--- config.mk ---
export PLATFORM = sky130hd
export DESIGN_NAME = instr_fifo
export DESIGN_NICKNAME = d
export VERILOG_FILES = /design/src/rtl/instr_fifo_pkg.sv /design/src/rtl/gen_dffr.sv /design/src/rtl/instr_fifo_ptr.sv /design/src/rtl/instr_fifo.sv
export SDC_FILE = /design/constraint.sdc
export NUM_CORES = 1
export LEC_CHECK = 0
export CORE_ASPECT_RATIO = 1.1
export CORE_UTILIZATION = 30
export CTS_CLUSTER_SIZE = 40
export DETAILED_ROUTE_END_ITERATION = 10
export PLACE_DENSITY_LB_ADDON = 0.12
export SLEW_MARGIN = 20
export SYNTH_ARGS = -nofsm -noshare
export SYNTH_HDL_FRONTEND = slang
export SYNTH_SLANG_ARGS = --single-unit
--- constraint.sdc ---
create_clock -name CLK -period 5 [get_ports CLK]
set_input_delay 0.5 -clock CLK [delete_from_list [all_inputs] [get_ports CLK]]
set_output_delay 0.5 -clock CLK [all_outputs]
set_load 0.05 [all_outputs]
--- src/rtl/instr_fifo_pkg.sv ---
// ============================================================================
// Module : instr_fifo_pkg
// Brief  : Shared widths and default geometry for the instruction buffer.
// Rev    : 1.0  initial release
// ============================================================================
`default_nettype none

package instr_fifo_pkg;

  localparam int INSTR_W    = 32;
  localparam int PC_W       = 64;
  localparam int DP_DEFAULT = 4;
  localparam int AW_DEFAULT = 2;

endpackage : instr_fifo_pkg

`default_nettype wire

--- src/rtl/gen_dffr.sv ---
// ============================================================================
// Module : gen_dffr
// Brief  : Common enabled flop with asynchronous active-low reset to zero.
// Rev    : 1.0  initial release
// ============================================================================
`default_nettype none

module gen_dffr #(
  parameter int DW = 1
) (
  input  logic          clk_i,
  input  logic          rst_ni,
  input  logic          en_i,
  input  logic [DW-1:0] d_i,
  output logic [DW-1:0] q_o
);

  always_ff @(posedge clk_i or negedge rst_ni) begin
    if (!rst_ni) begin
      q_o <= '0;
    end else if (en_i) begin
      q_o <= d_i;
    end
  end

endmodule : gen_dffr

`default_nettype wire

--- src/rtl/instr_fifo_ptr.sv ---
// ============================================================================
// Module : instr_fifo_ptr
// Brief  : Read/write pointer pair with wrap bit, push/pop qualification and
//          full/empty generation for the instruction buffer.
// Rev    : 1.0  initial release
// ============================================================================
`default_nettype none

module instr_fifo_ptr
  import instr_fifo_pkg::*;
#(
  parameter int DP = DP_DEFAULT,
  parameter int AW = AW_DEFAULT
) (
  input  logic          clk_i,
  input  logic          rst_ni,
  input  logic          push_req_i,
  input  logic          pop_req_i,
  input  logic          flush_i,
  output logic          push_o,
  output logic [AW-1:0] wr_idx_o,
  output logic [AW-1:0] rd_idx_o,
  output logic          full_o,
  output logic          empty_o
);

  localparam logic [AW:0] PTR_ONE = {{AW{1'b0}}, 1'b1};

  logic [AW:0] rd_ptr_q, rd_ptr_d;
  logic [AW:0] wr_ptr_q, wr_ptr_d;
  logic [AW:0] occ;
  logic        pop;

  // Flags come from registered pointers only, so a push is never visible
  // at the head in the same cycle it is written.
  assign empty_o = (rd_ptr_q == wr_ptr_q);
  assign full_o  = (rd_ptr_q[AW-1:0] == wr_ptr_q[AW-1:0]) &&
                   (rd_ptr_q[AW] != wr_ptr_q[AW]);

  assign push_o = push_req_i & ~full_o  & ~flush_i;
  assign pop    = pop_req_i  & ~empty_o & ~flush_i;

  assign wr_idx_o = wr_ptr_q[AW-1:0];
  assign rd_idx_o = rd_ptr_q[AW-1:0];

  always_comb begin
    wr_ptr_d = wr_ptr_q;
    rd_ptr_d = rd_ptr_q;
    if (flush_i) begin
      wr_ptr_d = '0;
      rd_ptr_d = '0;
    end else begin
      if (push_o) wr_ptr_d = wr_ptr_q + PTR_ONE;
      if (pop)    rd_ptr_d = rd_ptr_q + PTR_ONE;
    end
  end

  gen_dffr #(.DW(AW+1)) u_wr_ptr (
    .clk_i  (clk_i),
    .rst_ni (rst_ni),
    .en_i   (1'b1),
    .d_i    (wr_ptr_d),
    .q_o    (wr_ptr_q)
  );

  gen_dffr #(.DW(AW+1)) u_rd_ptr (
    .clk_i  (clk_i),
    .rst_ni (rst_ni),
    .en_i   (1'b1),
    .d_i    (rd_ptr_d),
    .q_o    (rd_ptr_q)
  );

  // Modular difference exceeds DP on both overflow and underflow.
  assign occ = wr_ptr_q - rd_ptr_q;

  a_occ_bound : assert property (@(posedge clk_i) disable iff (!rst_ni)
    occ <= (AW+1)'(DP));

endmodule : instr_fifo_ptr

`default_nettype wire

--- src/rtl/instr_fifo.sv ---
// ============================================================================
// Module : instr_fifo
// Brief  : Circular {pc, instr} buffer between fetch and decode with
//          backpressure via instrFifo_full and single-cycle flush.
// Rev    : 1.0  initial release
// ============================================================================
`default_nettype none

module instr_fifo
  import instr_fifo_pkg::*;
#(
  parameter int DP = DP_DEFAULT,
  parameter int AW = AW_DEFAULT
) (
  input  logic               CLK,
  input  logic               RSTn,
  input  logic               fetch_decode_vaild,
  input  logic [INSTR_W-1:0] instr,
  input  logic [PC_W-1:0]    pc,
  output logic               instrFifo_full,
  input  logic               decode_ready,
  output logic               instrFifo_empty,
  output logic [INSTR_W-1:0] instr_out,
  output logic [PC_W-1:0]    pc_out,
  input  logic               flush
);

  logic               push;
  logic [AW-1:0]      wr_idx;
  logic [AW-1:0]      rd_idx;
  logic [INSTR_W-1:0] instr_q [DP];
  logic [PC_W-1:0]    pc_q    [DP];

  instr_fifo_ptr #(.DP(DP), .AW(AW)) u_ptr (
    .clk_i      (CLK),
    .rst_ni     (RSTn),
    .push_req_i (fetch_decode_vaild),
    .pop_req_i  (decode_ready),
    .flush_i    (flush),
    .push_o     (push),
    .wr_idx_o   (wr_idx),
    .rd_idx_o   (rd_idx),
    .full_o     (instrFifo_full),
    .empty_o    (instrFifo_empty)
  );

  // Entries are never cleared on pop or flush; pointers alone define validity.
  for (genvar i = 0; i < DP; i++) begin : g_entry
    logic we;
    assign we = push && (wr_idx == AW'(i));

    gen_dffr #(.DW(INSTR_W)) u_instr (
      .clk_i  (CLK),
      .rst_ni (RSTn),
      .en_i   (we),
      .d_i    (instr),
      .q_o    (instr_q[i])
    );

    gen_dffr #(.DW(PC_W)) u_pc (
      .clk_i  (CLK),
      .rst_ni (RSTn),
      .en_i   (we),
      .d_i    (pc),
      .q_o    (pc_q[i])
    );
  end

  assign instr_out = instr_q[rd_idx];
  assign pc_out    = pc_q[rd_idx];

endmodule : instr_fifo

`default_nettype wire

==> results.ini, run 1 <==
[setup_path]
cpMaxStageDelayCell = dfrtp_4
crit_chain = buf_12, mux4_2, clkdlybuf4s50_1
cp_num_buf_inv = 2
critPathMaxStageDelay_ns = 0.90
reg2reg_from = u_ptr.u_rd_ptr.q_o[1]$_DFFE_PN0P_
worstSetupEndpointType = output pin
critPathKind = flip-flop to output pin
cp-start-kind = flip-flop
crit_start = u_ptr.u_rd_ptr.q_o[0]$_DFFE_PN0P_
worstPathRequired_ns = 4.50
cp_max_fo = 37
arrival_ns = 3.23
critPathTopFamily = buffers and inverters

[clock_tree]
postCtsSetupBuffers = 0
root_buffer = clkbuf_16
cts.sinks = 390
cts.htree.levels = 2
path_clk_slew_ns = 0.06
clk_path_buf_depth = 3
cts_tree = built
ctsResizeCount = 0
cts_buffers = 46
clk_latency_ns = 0.56

[synth]
synth_seq_cells = 390
yosys_warnings = 0
synth_top_area_share_pct = 57.11
synth_area_leaders = dfrtp_1 57%, mux2_2 18%, mux4_2 13%
syn_area_mm2 = 0.01709
syn_avg_cell_area_um2 = 17.30
syn_inst = 988
yosysSeqAreaShare_pct = 57.11
yosysTopAreaCell = dfrtp_1
synth.distinct_cells = 35
synth.net_count = 1094

[global_routing]
grt_usage_pct = 14.25
antenna_found_initial = 3
grt_start_max_net_pins = 155
grt_pass1_vias = 10410
grt.overflow.total = 0
grt_pass1_wl_mm = 63.85

[routing]
viasPerCell = 4.764
first_pass_iters = 4
dr.first_iter.drc_count = 420
dr_total_vias = 9346
wl_per_cell_um = 20.33
ant_nets = 0
drcViolationCount = 0
drt_wl_total_mm = 39.89

[timing]
worst_pin_slew_ns = 0.9342
rsz0062_at_grt = false
finalHoldViolCount = 0
fmax_ghz = 0.2682
period_share_pct = 74.57
slew_viol_final = 0
slew_headroom_pct = 37.72
setup_tns_ns = 0
setup_viol = 0
finClkSkew_ns = 0.01346
post-route-min-period_ns = 3.728

[layout]
fin_area_mm2 = 0.02140
final_cell_mix = 388 x dfrtp_1, 266 x mux2_2, 197 x clkdlybuf4s50_1, 118 x mux2_1, 96 x mux4_2
diodes = 0
final_cells = 1962
layout.nets = 1293
drive_gt1_share_pct = 37.19
layout_commonest_cell = dfrtp_1
synthToLayoutAreaGrowth_pct = 25.20

[placement]
place.gp.congestion = 0.6984
place_area_mm2 = 0.01991
hpwl_mm = 23.28
port_buffers = 198
placed_cells = 1882

[floorplanning]
die_h_um = 252.3
core_mm2 = 0.05613
io_pins = 199
dieWidth_um = 229.6
row_count = 91
start_util_pct = 30.45
dieArea_mm2 = 0.05793

[job]
drv_cap = 0

[min_path]
worstHoldStart = g_entry[3].u_instr.q_o[28]$_DFFE_PN0P_
worstHoldPathType = flip-flop to flip-flop

[run_status]
status = finished clean

[power]
leakage_uw = 0.008872
power.density_mw_per_mm2 = 728.1
ir_drop_uv = 318.7

-- synthesized netlist by cell type --
| library cell | n |
|---|---|
| dfrtp_1 | 390 |
| mux2_2 | 266 |
| mux2_1 | 118 |
| mux4_2 | 96 |
| buf_2 | 28 |
| buf_4 | 13 |
| buf_1 | 11 |
| clkbuf_1 | 8 |
| nand2_1 | 6 |
| ha_1 | 5 |
| a31oi_1 | 4 |
| buf_6 | 4 |
| o311ai_4 | 3 |
| a211o_1 | 2 |
| a2bb2oi_1 | 2 |
| and3_1 | 2 |
| inv_1 | 2 |
| nand2b_1 | 2 |
| nand3_1 | 2 |
| nand4_1 | 2 |
| nor2_1 | 2 |
| nor2b_1 | 2 |
| nor3b_1 | 2 |
| o211ai_1 | 2 |
| o21ai_0 | 2 |
| o311ai_0 | 2 |
| xnor2_2 | 2 |
| a211oi_1 | 1 |
| a311oi_2 | 1 |
| o211a_1 | 1 |
| or4_1 | 1 |
| xnor2_1 | 1 |
| xor2_1 | 1 |
| xor2_2 | 1 |
| xor2_4 | 1 |
-- cell type report --
type                       count  area, µm²
sequential                   390       9767
fill                        5278      34740
inverter                       2      7.507
clock inverter                 8      125.1
tap                          744      930.9
multi-input combinational    532       6980
timing repair buffer         215       2230
clock buffer                  71       1356
-- flip-flops by register name (all words and copies together), names as in the netlist --
register / count
u_ptr.u_rd_ptr.q_o: 3
u_ptr.u_wr_ptr.q_o: 3
g_entry.u_instr.q_o: 128
g_entry.u_pc.q_o: 256
-- power by group --
group	total (µW)	internal, µW	switching (µW)
logic	6930	3150	3780
clock network	3290	2010	1280
registers	5350	4590	760
-- logic make-up (layout without fill, tap and decap cells) --
logic type      Yosys count  in the layout  share of synthesized area [%]
compound gates           20             20                          1.252
xor+xnor                  6              6                         0.5491
fa+ha+maj                 5              5                         0.3661
flops                   390            390                          57.11
buf+inv                  66            296                          2.116
simple gates             21             21                         0.6589
mux                     480            480                          37.95
-- routing by layer --
metal	vias to the layer above	track usage [%]	wire length (µm)
met5	-	0	39
met4	6	3.581	673
met3	47	3.870	2099
met1	5012	19.07	17960
li1	4125	-	-
met2	156	22.81	19110
-- timing repair --
action	CTS	global route
endpoints found under the setup margin	0	0
hold endpoints to repair	75	0
hold buffers	1	0
-- per-stage QoR --
| step | hold WS [ns] | worst slack [ns] | util, % | power [µW] |
|---|---|---|---|---|
| after floorplan | 0.2044 | 2.613 | - | 10280 |
| after global placement | 0.4622 | 1.774 | 35.46 | 12370 |
| after detailed placement | 0.4691 | 1.766 | 35.46 | 12460 |
| after CTS | 0.4821 | 1.125 | 38.12 | 15880 |
| after global routing | 0.4970 | 1.061 | 38.12 | 16460 |
| final | 0.4765 | 1.272 | 38.12 | 15580 |
-- worst paths after layout --
kind	endpoint	slack, ns	cells past startpoint
min reg2reg	g_entry[3].u_instr.q_o[28]$_DFFE_PN0P_	0.48	1
min	g_entry[3].u_instr.q_o[28]$_DFFE_PN0P_	0.48	1
max in group asynchronous	g_entry[3].u_pc.q_o[3]$_DFFE_PN0P_	3.18	3
min in group asynchronous	g_entry[0].u_pc.q_o[38]$_DFFE_PN0P_	0.50	2
max	pc_out[35]	1.27	3
max reg2reg	g_entry[0].u_pc.q_o[13]$_DFFE_PN0P_	2.17	4
Power figures use the tool's default switching activity.
==> run 2: changes to the inputs <==
==> constraint.sdc (replaced) <==
create_clock -name CLK -period 3.6 [get_ports CLK]
set_input_delay 0.36 -clock CLK [delete_from_list [all_inputs] [get_ports CLK]]
set_output_delay 0.36 -clock CLK [all_outputs]
set_load 0.05 [all_outputs]
==> run 2 against run 1 <==
  * Final cell count grew 1.1%
  * Clock power grew 41%
  * Sequential share of layout area shrank 0.52 points
  * Core utilization grew 0.44 points
  * Via count grew 1.4%
  * Setup slack lost 0.90 ns
==> results.ini, run 2 (same netlist as run 1, synthesis figures left out) <==
[timing]
slew_headroom_pct = 49.12  ; +11 points
period_share_pct = 89.69
slew_viol_final = 0  ; unchanged
fmax_ghz = 0.3097
post-route-min-period_ns = 3.229
setup_viol = 0  ; unchanged
finClkSkew_ns = 0.01772  ; +0.004257 ns
finalHoldViolCount = 0  ; unchanged
rsz0062_at_grt = false
worst_pin_slew_ns = 0.7631  ; -0.1711 ns
setup_tns_ns = 0  ; unchanged

[setup_path]
worstSetupEndpointType = output pin
reg2reg_depth = 5  ; +1
reg2reg_slack_ns = 0.97  ; -1.20 ns
critPathKind = flip-flop to output pin
crit_chain = buf_4, mux4_2, clkdlybuf4s50_1
cp-start-kind = flip-flop
arrival_ns = 2.87  ; -0.36 ns
cpMaxStageDelayCell = clkdlybuf4s50_1
reg2reg_from = u_ptr.u_rd_ptr.q_o[1]$_DFFE_PN0P_
cp_max_fo = 14  ; -62%
critPathMaxStageDelay_ns = 0.76  ; -0.14 ns
crit_start = u_ptr.u_rd_ptr.q_o[0]$_DFFE_PN0P_
worstPathRequired_ns = 3.24  ; -1.26 ns
cp-endpoint = pc_out[59]
r2r_end = g_entry[1].u_pc.q_o[52]$_DFFE_PN0P_

[placement]
hpwl_mm = 24.50  ; +5.3%
port_buffers = 198  ; unchanged
place.gp.congestion = 0.7049  ; +0.93%

[clock_tree]
root_buffer = clkbuf_16
cts.sinks = 390  ; unchanged
cts_buffers = 48  ; +4.3%
cts.htree.levels = 2  ; unchanged
clk_path_buf_depth = 3  ; unchanged
cts_tree = built
clk_latency_ns = 0.57  ; about the same
ctsResizeCount = 0  ; unchanged
path_clk_slew_ns = 0.06  ; about the same

[global_routing]
grt_start_max_net_pins = 99  ; -36%
grt.overflow.total = 0  ; unchanged
grt_usage_pct = 14.63  ; +0.38 points
grt_pass1_wl_mm = 65.71  ; +2.9%
grt_pass1_vias = 10720  ; +2.9%
antenna_found_initial = 4  ; +1

[routing]
viasPerCell = 4.780  ; +0.35%
first_pass_iters = 4  ; unchanged
dr.first_iter.drc_count = 271  ; -35%
dr_total_vias = 9479  ; +1.4%
drt_wl_total_mm = 40.75  ; +2.2%
drcViolationCount = 0  ; unchanged
ant_nets = 0  ; unchanged
wl_per_cell_um = 20.55  ; +1.1%

[layout]
final_util_pct = 38.56  ; +0.44 points
layout.nets = 1312  ; +1.5%
synthToLayoutAreaGrowth_pct = 26.65
largest_register = g_entry.u_pc.q_o
largest_reg_flops = 256  ; unchanged
largest_registers = g_entry.u_pc.q_o: 256 flops, g_entry.u_instr.q_o: 128 flops
n_fill_cell = 5184  ; -1.8%
final_cell_mix = 388 x dfrtp_1, 266 x mux2_2, 195 x clkdlybuf4s50_1, 118 x mux2_1, 96 x mux4_2
drive_gt1_share_pct = 38.50  ; +1.3 points
diodes = 0  ; unchanged
layout_commonest_cell = dfrtp_1

[floorplanning]
row_count = 91  ; unchanged
die_h_um = 252.3  ; unchanged
dieWidth_um = 229.6  ; unchanged
start_util_pct = 30.45  ; unchanged
io_pins = 199  ; unchanged
dieArea_mm2 = 0.05793  ; unchanged
core_mm2 = 0.05613  ; unchanged

[power]
p_int_uw = 13600  ; +39%
switching_share_pct = 37.57  ; +0.20 points
power.density_mw_per_mm2 = 1007  ; +38%
p_comb_share_pct = 44.9  ; +0.4 points
power_switching_uw = 8188  ; +41%
leakage_uw = 0.009014  ; +1.6%
ir_drop_uv = 565.5  ; +77%
power_frac_clock_pct = 21.3  ; +0.2 points
p_seq_share_pct = 33.8  ; -0.6 points

[run_status]
status = finished clean

[job]
drv_cap = 0  ; unchanged

[min_path]
worstHoldPathType = primary input to asynchronous set/reset pin

==> run 2: how the worst min path moves through the flow <==
| stage | startpoint | endpoint | slack [ns] | cells after the start |
|---|---|---|---|---|
| after floorplan | RSTn | g_entry[0].u_instr.q_o[0]$_DFFE_PN0P_ | 0.06 | 0 |
| after global placement | RSTn | g_entry[0].u_pc.q_o[39]$_DFFE_PN0P_ | 0.45 | 1 |
| after detailed placement | RSTn | g_entry[0].u_pc.q_o[38]$_DFFE_PN0P_ | 0.46 | 1 |
| after CTS | pc[58] | g_entry[2].u_pc.q_o[58]$_DFFE_PN0P_ | 0.41 | 2 |
| after global routing | pc[57] | g_entry[3].u_pc.q_o[57]$_DFFE_PN0P_ | 0.44 | 2 |
| final | RSTn | g_entry[0].u_pc.q_o[39]$_DFFE_PN0P_ | 0.40 | 2 |
==> run 2: power by group through the flow <==
stage / combinational [µW] / clock [µW] / sequential [µW]
after floorplan: 7230 / 0 / 7040
after global placement: 9860 / 0 / 7410
after detailed placement: 9940 / 0 / 7450
after CTS: 9970 / 4850 / 7380
after global routing: 10300 / 5010 / 7650
final: 9790 / 4640 / 7370
==> run 2: critical path: cells and delay by family (launching register included) <==
kind / cells / cell delay [ns]
multiplexers: 1 / 0.55
buffers and inverters: 2 / 1.13
flip-flops: 1 / 0.59
==> run 2: through the flow <==
step | cells | total power [µW] | cell area [µm²] | worst slack, ns | hold WS, ns
2_1_floorplan | 988 | 14270 | 17090 | 1.353 | 0.06441
3_3_place_gp | 1899 | 17270 | 20130 | 0.9306 | 0.4530
3_5_place_dp | 1899 | 17390 | 20130 | 0.9265 | 0.4577
4_1_cts | 1983 | 22200 | 21640 | 0.2773 | 0.4052
5_1_grt | 1983 | 23010 | 21640 | 0.2114 | 0.4410
6_report | 1983 | 21790 | 21640 | 0.3712 | 0.3995
==> run 2: per-layer routing <==
| layer | wire, µm | global-route usage, % |
|---|---|---|
| met1 | 18230 | 19.31 |
| met2 | 19590 | 23.73 |
| met3 | 1954 | 3.723 |
| met4 | 930 | 4.133 |
| met5 | 49 | 0 |
==> run 2: timing repair <==
action	CTS	global route
hold buffers	1	0
buffers inserted	0	0
endpoints found under the hold margin	87	0
endpoints found under the setup margin	0	0
==> run 2: layout make-up <==
cell class                 count  area, µm²  share of cell area [%]
sequential                   390       9767                   45.12
timing repair buffer         232       2452                   11.33
clock buffer                  70       1375                   6.353
tap                          744      930.9                   4.301
inverter                       2      7.507                 0.03468
clock inverter                13      131.4                  0.6070
multi-input combinational    532       6980                   32.25
